## src/rtl/uart_pkg.sv

```systemverilog
// Shared definitions for the UART transmit arbiter and related UART blocks.
package uart_pkg;

  localparam int DBIT_DEFAULT = 8;
  localparam int NREQ_MAX     = 8;

  typedef enum logic [1:0] {
    IDLE      = 2'd0,
    START     = 2'd1,
    WAIT_DONE = 2'd2
  } arb_state_e;

endpackage

```

## src/rtl/rr_pick.sv

```systemverilog
// Combinational circular priority encoder: first set request at or after ptr_i.
module rr_pick #(
  parameter int N  = 4,
  parameter int IW = $clog2(N)
) (
  input  logic [N-1:0]  req_i,
  input  logic [IW-1:0] ptr_i,
  output logic [N-1:0]  gnt_o,
  output logic [IW-1:0] idx_o,
  output logic          any_o
);

  // ptr_i is always below N, so one conditional subtraction performs the wrap.
  always_comb begin
    int cand;
    cand  = 0;
    gnt_o = '0;
    idx_o = '0;
    any_o = 1'b0;
    for (int k = 0; k < N; k++) begin
      cand = int'(ptr_i) + k;
      if (cand >= N) cand = cand - N;
      if (!any_o && req_i[cand]) begin
        any_o       = 1'b1;
        gnt_o[cand] = 1'b1;
        idx_o       = IW'(cand);
      end
    end
  end

endmodule

```

## src/rtl/uart_tx_arbiter.sv

```systemverilog
// Round-robin arbiter sharing one uart_tx among NREQ byte requesters.
// Optional packet locking is enabled with the macro UART_ARB_LOCK_EN.
module uart_tx_arbiter
  import uart_pkg::*;
#(
  parameter int NREQ  = 4,
  parameter int DBIT  = DBIT_DEFAULT,
  parameter int IDX_W = $clog2(NREQ)
) (
  input  logic                 clk,
  input  logic                 reset,
  input  logic [NREQ-1:0]      req_valid,
  input  logic [NREQ*DBIT-1:0] req_data,
`ifdef UART_ARB_LOCK_EN
  input  logic [NREQ-1:0]      req_lock,
`endif
  output logic [NREQ-1:0]      req_ready,
  output logic                 tx_start,
  output logic [DBIT-1:0]      tx_din,
  input  logic                 tx_done_tick,
  output logic [IDX_W-1:0]     grant_idx,
  output logic                 busy
);

  arb_state_e       state_q, state_d;
  logic [IDX_W-1:0] rr_ptr_q, rr_ptr_d;
  logic [IDX_W-1:0] grant_idx_q, grant_idx_d;
  logic [DBIT-1:0]  tx_din_q, tx_din_d;

  logic [NREQ-1:0]  pick_gnt;
  logic [IDX_W-1:0] pick_idx;
  logic             pick_any;

  logic [NREQ-1:0]  win_onehot;
  logic [IDX_W-1:0] win_idx;
  logic             win_any;
  logic [DBIT-1:0]  win_data;

`ifdef UART_ARB_LOCK_EN
  logic             lock_valid_q, lock_valid_d;
  logic [IDX_W-1:0] lock_idx_q, lock_idx_d;
`endif

  rr_pick #(
    .N  (NREQ),
    .IW (IDX_W)
  ) u_pick (
    .req_i (req_valid),
    .ptr_i (rr_ptr_q),
    .gnt_o (pick_gnt),
    .idx_o (pick_idx),
    .any_o (pick_any)
  );

  // A locked owner that is still valid overrides the round-robin choice.
  always_comb begin
    win_onehot = pick_gnt;
    win_idx    = pick_idx;
    win_any    = pick_any;
`ifdef UART_ARB_LOCK_EN
    if (lock_valid_q && req_valid[lock_idx_q]) begin
      win_onehot             = '0;
      win_onehot[lock_idx_q] = 1'b1;
      win_idx                = lock_idx_q;
      win_any                = 1'b1;
    end
`endif
  end

  always_comb begin
    win_data = '0;
    for (int i = 0; i < NREQ; i++) begin
      if (win_idx == IDX_W'(i)) win_data = req_data[i*DBIT +: DBIT];
    end
  end

  always_comb begin
    state_d     = state_q;
    rr_ptr_d    = rr_ptr_q;
    grant_idx_d = grant_idx_q;
    tx_din_d    = tx_din_q;
    req_ready   = '0;
    tx_start    = 1'b0;
`ifdef UART_ARB_LOCK_EN
    lock_valid_d = lock_valid_q;
    lock_idx_d   = lock_idx_q;
`endif
    case (state_q)
      IDLE: begin
`ifdef UART_ARB_LOCK_EN
        if (lock_valid_q && !req_valid[lock_idx_q]) lock_valid_d = 1'b0;
`endif
        if (win_any) begin
          req_ready   = win_onehot;
          tx_din_d    = win_data;
          grant_idx_d = win_idx;
          state_d     = START;
`ifdef UART_ARB_LOCK_EN
          lock_valid_d = req_lock[win_idx];
          lock_idx_d   = win_idx;
`endif
        end
      end
      START: begin
        tx_start = 1'b1;
        state_d  = WAIT_DONE;
      end
      WAIT_DONE: begin
        if (tx_done_tick) begin
          state_d = IDLE;
`ifdef UART_ARB_LOCK_EN
          if (!lock_valid_q)
`endif
          rr_ptr_d = (grant_idx_q == IDX_W'(NREQ - 1)) ? '0 : grant_idx_q + 1'b1;
        end
      end
      default: state_d = IDLE;
    endcase
  end

  always_ff @(posedge clk or posedge reset) begin
    if (reset) begin
      state_q     <= IDLE;
      rr_ptr_q    <= '0;
      grant_idx_q <= '0;
      tx_din_q    <= '0;
`ifdef UART_ARB_LOCK_EN
      lock_valid_q <= 1'b0;
      lock_idx_q   <= '0;
`endif
    end else begin
      state_q     <= state_d;
      rr_ptr_q    <= rr_ptr_d;
      grant_idx_q <= grant_idx_d;
      tx_din_q    <= tx_din_d;
`ifdef UART_ARB_LOCK_EN
      lock_valid_q <= lock_valid_d;
      lock_idx_q   <= lock_idx_d;
`endif
    end
  end

  assign tx_din    = tx_din_q;
  assign grant_idx = grant_idx_q;
  assign busy      = (state_q != IDLE);

endmodule
```

## config.mk

```make
export PLATFORM = sky130hd
export DESIGN_NAME = uart_tx_arbiter
export DESIGN_NICKNAME = d
export VERILOG_FILES = /design/src/rtl/uart_pkg.sv /design/src/rtl/rr_pick.sv /design/src/rtl/uart_tx_arbiter.sv
export SDC_FILE = /design/constraint.sdc
export NUM_CORES = 1
export LEC_CHECK = 0
export ABC_CLOCK_PERIOD_IN_PS = 3700
export CORE_MARGIN = 2
export CORE_UTILIZATION = 38
export DETAILED_ROUTE_END_ITERATION = 7
export PLACE_DENSITY = 0.76
export SYNTH_ARGS = -nofsm -noshare
export SYNTH_HDL_FRONTEND = slang
export SYNTH_SLANG_ARGS = --single-unit
```

## constraint.sdc

```tcl
create_clock -name clk -period 3.7 [get_ports clk]
set_input_delay 0.74 -clock clk [delete_from_list [all_inputs] [get_ports clk]]
set_output_delay 0.74 -clock clk [all_outputs]
set_load 0.02 [all_outputs]
```

==> results of run 1 <==
## kinds of logic after synthesis
family | count (synthesis) | synth area share [%]
simple gates | 36 | 16.2
buf+inv | 13 | 7.25
fa+ha+maj | 5 | 5.04
flops | 14 | 28.2
compound gates | 30 | 20.1
mux | 23 | 23.2
## cell type report
type | instances | area share, %
Tap cell | 44 | 2.86
Multi-Input combinational cell | 94 | 42.1
Timing Repair Buffer | 69 | 33.8
Sequential cell | 14 | 18.2
Inverter | 6 | 1.17
Clock buffer | 4 | 1.88
## worst reg2reg max path: stages, from the launching register on
cell,delay (ns)
dfrtp_1,0.35
inv_1,0.09
ha_1,0.40
mux4_2,0.58
nor2b_2,0.25
buf_4,0.17
or2_1,0.12
a32o_1,0.73
mux2i_1,0.31
o221ai_1,0.15
## what timing repair did
action / in CTS / in global routing
cloned: 0 / 0
gates resized for setup: 4 / 5
endpoints found under the setup margin: 4 / 4
setup buffers: 0 / 1
hold endpoints to repair: 0 / 0
## cell usage after synthesis (2+ instances only)
library cell   n
dfrtp_1       14
nor2_1         9
ha_1           5
mux2i_1       16
mux4_2         3
o221ai_1       7
nand2_1       13
a21oi_1        3
inv_1          5
mux2_2         3
nor3_1         2
buf_6          2
a221oi_1       5
a22oi_1        5
o211ai_2       2
nand3b_1       2
## state kept, by name, indices dropped and copies added (netlist names)
signal	flops
tx_din	8
grant_idx	2
rr_ptr_q	2
state_q	2
## how the worst max path moves through the flow
stage                         to  cells past startpoint  slack [ns]
global route        req_ready[2]                      9       -0.02
global placement    req_ready[2]                      8       -0.04
floorplan           req_ready[0]                      9        0.09
CTS                 req_ready[1]                      8        0.07
finish              req_ready[2]                      9        0.03
detailed placement  req_ready[1]                      8       -0.20
## routing by layer
layer / vias to the layer above / wire [um] / track usage (%)
met5: - / 0 / 0
met4: 0 / 70 / 12.1
met3: 8 / 277 / 4.83
met2: 60 / 1980 / 36.5
met1: 607 / 1320 / 23.6
li1: 595 / - / -
## report_power, final
group          switching, W  total (W)  leakage (nW)  internal [W]
Clock             0.0000481   0.000108        0.0210     0.0000598
Sequential        0.0000502   0.000285         0.172      0.000235
Combinational      0.000708    0.00137         0.641      0.000666
Total              0.000806    0.00177         0.835      0.000960
## through the flow
step | instance area (sq um) | instances | TNS [ns] | worst slack, ns | utilization (%)
after floorplan | 1240 | 121 | 0 | 0.0919 | -
after global placement | 1880 | 226 | -0.131 | -0.0355 | 60.9
after detailed placement | 1880 | 226 | -0.708 | -0.198 | 60.9
after CTS | 1910 | 230 | 0 | 0.0679 | 62.0
after global routing | 1930 | 231 | -0.0352 | -0.0206 | 62.6
final | 1930 | 231 | 0 | 0.0304 | 62.6
==> flow_summary.ini, run 1 <==
[status]
outcome = completed

[pwr]
p_leak_nw = 0.835
p_total_w = 0.00177
peakVddDrop_uv = 475
cellPowerDensity_nw_per_um2 = 917

[floorplanning]
die-area_sq_um = 3740
num_rows = 20
start_util_pct = 40.4
fp.dieH_um = 61.2
core_sq_um = 3080
io_pins = 55
die_width_um = 61.2

[finish]
drive_gt1_share_pct = 20.3
final_cell_mix = 49 x clkdlybuf4s50_1, 16 x mux2i_1, 15 x buf_4, 14 x dfrtp_1, 13 x nand2_1
syn2layout_area_growth_pct = 55.1
nFillCells = 263
multi_input_area_sq_um = 811
register_area_sq_um = 350
diodes = 0
layout.nets = 232
final_common_cell = clkdlybuf4s50_1

[sta]
finalCritPeriodShare_pct = 99.2
setup_viol = 0
hold_slack_ns = 0.508
fin_skew_ns = 0.00316
fin_crit_ns = 3.67
report.final.slew_viol_count = 0
max_slew.worst_pin.slew_ns = 0.898
final_hold_viol_count = 0
slew_headroom_pct = 40.2
rsz0062_at_grt = yes
timing.fmax_ghz = 0.273

[critical_path]
worstSetupPathType = in2out
r2r_slack_ns = 0.42
r2r_cells = 9
cp.buffers_inverters = 4
crit_path_start_kind = input pin
worstPathArrival_ns = 2.93
critPathSlowestCell = mux4_2
critPathMaxFanout = 5
r2r_start = rr_ptr_q[0]$_DFFE_PP0P_
required_ns = 2.96
path_common_cell = buf_4
r2r-end = tx_din[7]$_DFFE_PP0P_
endpoint_kind = output pin
path_cells = clkdlybuf4s50_1 > buf_4 > mux4_2 > nand2b_1 > nor3_1 > buf_4 > a221oi_1 > nor2_1 > dlygate4sd2_1
crit_family = buffers and inverters
slowest_delay_ns = 0.49
worstSetupStartpoint = req_valid[1]

[yosys]
synth.distinct_cells = 41
syn-mean-instance-area_sq_um = 10.3
synth-async-reset-ratio_pct = 100
ys_seq_area_share_pct = 28.2
synth_enable_flop_cells = 0
yosys.area.top_type = dfrtp_1
ys.flop_type = dfrtp_1
syn_inst = 121
yosysWarnings = 0
synth.ff_latch_count = 14
synth_top_area_share_pct = 28.2
yosys-top-cells-area = dfrtp_1 28%, mux2i_1 13%, mux4_2 5.4%
synth_fp_nets = 165
synth_area_sq_um = 1240

[min_path]
whs_path_depth = 2
hold_end = tx_din[2]$_DFFE_PP0P_
hold_start = tx_din[2]$_DFFE_PP0P_
hold_class = reg2reg

[global_route]
track_usage_pct = 21.0
grt_max_degree = 17
grt_pass1_vias = 1337
overflow = 0
grt_pass1_wl_um = 5790
antenna_found_initial = 0

[detailed_routing]
drt-total-wl_um = 3650
postRouteAntennaNets = 0
drtIter0Drc = 83
drc = 0
routed-via-count = 1270
vias_per_cell = 5.50
routedWlPerCell_um = 15.8
drtPass1Iterations = 4

[placement]
gp_congestion = 0.764
post-dp-hpwl_um = 2890
port-buffer-count = 54

[clocking]
cts.clk_slew.worst_paths_ns = 0.08
cts_buffers = 3
clock_path_buffers = 2
clk-insertion-delay-late_ns = 0.28
cts_tree = done
clock_sinks = 14
htree_levels = 1
hold_buffers = 0
cts_root_buffer = clkbuf_4

[run]
maxCapViolCount = 0
Power figures use the tool's default switching activity.
==> run 2, diff against run 1 <==
--- a/config.mk
+++ b/config.mk
@@ -9,6 +9,7 @@
 export CORE_MARGIN = 2
 export CORE_UTILIZATION = 38
 export DETAILED_ROUTE_END_ITERATION = 7
+export MAX_ROUTING_LAYER = met4
 export PLACE_DENSITY = 0.76
 export SYNTH_ARGS = -nofsm -noshare
 export SYNTH_HDL_FRONTEND = slang
==> flow_summary.ini, run 2 (same netlist as run 1, synthesis figures left out) <==
[global_route]
grt_max_degree = 17
grt_pass1_wl_um = 5790
overflow = 0
grt_pass1_vias = 1337
track_usage_pct = 21.7
antenna_found_initial = 0

[sta]
report.final.slew_viol_count = 0
fin_crit_ns = 3.67
fin_skew_ns = 0.00429
setup_viol = 0
fin_setup_tns_ns = 0
max_slew.worst_pin.slew_ns = 0.894
slew_headroom_pct = 40.4
rsz0062_at_grt = yes
timing.fmax_ghz = 0.273
final_hold_viol_count = 0
finalCritPeriodShare_pct = 99.2

[clocking]
cts.clk_slew.worst_paths_ns = 0.08
clock_path_buffers = 2
cts_tree = done
clk-insertion-delay-late_ns = 0.28
clock_sinks = 14
cts_root_buffer = clkbuf_4
cts_buffers = 3
htree_levels = 1

[run]
maxCapViolCount = 0

[critical_path]
crit_path_start_kind = input pin
critPathMaxFanout = 5
worstSetupPathType = in2out
endpoint_kind = output pin
required_ns = 2.96
worstPathArrival_ns = 2.93

[pwr]
peakVddDrop_uv = 475
p_leak_nw = 0.835
p_total_w = 0.00177
cellPowerDensity_nw_per_um2 = 918

[floorplanning]
num_rows = 20
fp.dieH_um = 61.2
die-area_sq_um = 3740
io_pins = 55
start_util_pct = 40.4
die_width_um = 61.2
core_sq_um = 3080

[finish]
layout.nets = 232
final_common_cell = clkdlybuf4s50_1
final_cell_mix = 49 x clkdlybuf4s50_1, 16 x mux2i_1, 15 x buf_4, 14 x dfrtp_1, 13 x nand2_1
nFillCells = 263
final_area_sq_um = 1930
syn2layout_area_growth_pct = 55.1
diodes = 0
finalNonFillerCells = 231
final_util_pct = 62.6
drive_gt1_share_pct = 20.3
largest_register_ffs = 8

[detailed_routing]
drtPass1Iterations = 4
drtIter0Drc = 84
drt-total-wl_um = 3670
routedWlPerCell_um = 15.9
postRouteAntennaNets = 0
vias_per_cell = 5.52
routed-via-count = 1274
drc = 0

[placement]
dp_cells = 226
place_area_sq_um = 1880
gp_congestion = 0.774
post-dp-hpwl_um = 2890
port-buffer-count = 54

[status]
outcome = completed

[min_path]
hold_class = reg2reg
run 2: layout make-up:
class	instances	area [sq um]	share of cell area (%)
Sequential cell	14	350	18.2
Multi-Input combinational cell	94	811	42.1
Timing Repair Buffer	69	652	33.8
Inverter	6	22.5	1.17
Clock buffer	4	36.3	1.88
Tap cell	44	55.1	2.86
run 2: metal layers:
metal / share of wire, % / track usage [%] / up-vias
met5: 0 / - / -
met4: 2.2 / 12.1 / 0
met3: 6.7 / 3.99 / 11
met2: 55 / 36.5 / 62
met1: 36 / 24.1 / 603
li1: - / - / 598
run 2: through the flow:
step | hold slack (ns) | worst slack [ns]
4_1_cts | 0.506 | 0.0679
6_report | 0.506 | 0.0304
3_5_place_dp | 0.483 | -0.198
5_1_grt | 0.545 | -0.0206
2_1_floorplan | 0.591 | 0.0919
3_3_place_gp | 0.480 | -0.0355
run 2: report_power, final:
part           total, W  switching, W  internal [W]
Combinational   0.00138      0.000710      0.000666
Clock          0.000108     0.0000478     0.0000598
Sequential     0.000285     0.0000504      0.000235
Total           0.00177      0.000808      0.000960
run 2: worst max-delay path, cell delays in order:
cell and delay (ns):
clkdlybuf4s50_1 0.47, buf_4 0.17, mux4_2 0.49, nand2b_1 0.14, nor3_1 0.06, buf_4 0.16, a221oi_1 0.30, nor2_1 0.07
dlygate4sd2_1 0.32
run 2: worst paths after layout:
kind | start | to | slack [ns] | cells past startpoint
setup / recovery | req_valid[1] | req_ready[2] | 0.03 | 9
hold / removal | tx_din[2]$_DFFE_PP0P_ | tx_din[2]$_DFFE_PP0P_ | 0.51 | 2
setup reg to reg | rr_ptr_q[0]$_DFFE_PP0P_ | tx_din[7]$_DFFE_PP0P_ | 0.42 | 9
hold reg to reg | tx_din[2]$_DFFE_PP0P_ | tx_din[2]$_DFFE_PP0P_ | 0.51 | 2
max in group asynchronous | reset | grant_idx[1]$_DFFE_PP0P_ | 2.57 | 2
min in group asynchronous | reset | rr_ptr_q[1]$_DFFE_PP0P_ | 0.79 | 2
run 2: what timing repair did:
action	4_1_cts	5_1_grt
resized for setup	4	5
buffers inserted	0	1
hold buffers	0	0
endpoints found under the setup margin	4	4
==> run 3, diff against run 2 <==
--- a/config.mk
+++ b/config.mk
@@ -6,9 +6,11 @@
 export NUM_CORES = 1
 export LEC_CHECK = 0
 export ABC_CLOCK_PERIOD_IN_PS = 3700
+export CAP_MARGIN = 0
 export CORE_MARGIN = 2
 export CORE_UTILIZATION = 38
 export DETAILED_ROUTE_END_ITERATION = 7
+export GPL_ROUTABILITY_DRIVEN = 0
 export MAX_ROUTING_LAYER = met4
 export PLACE_DENSITY = 0.76
 export SYNTH_ARGS = -nofsm -noshare
==> results of run 3 <==
Same layout as run 2: the final DEF is identical, and so are final timing and power.
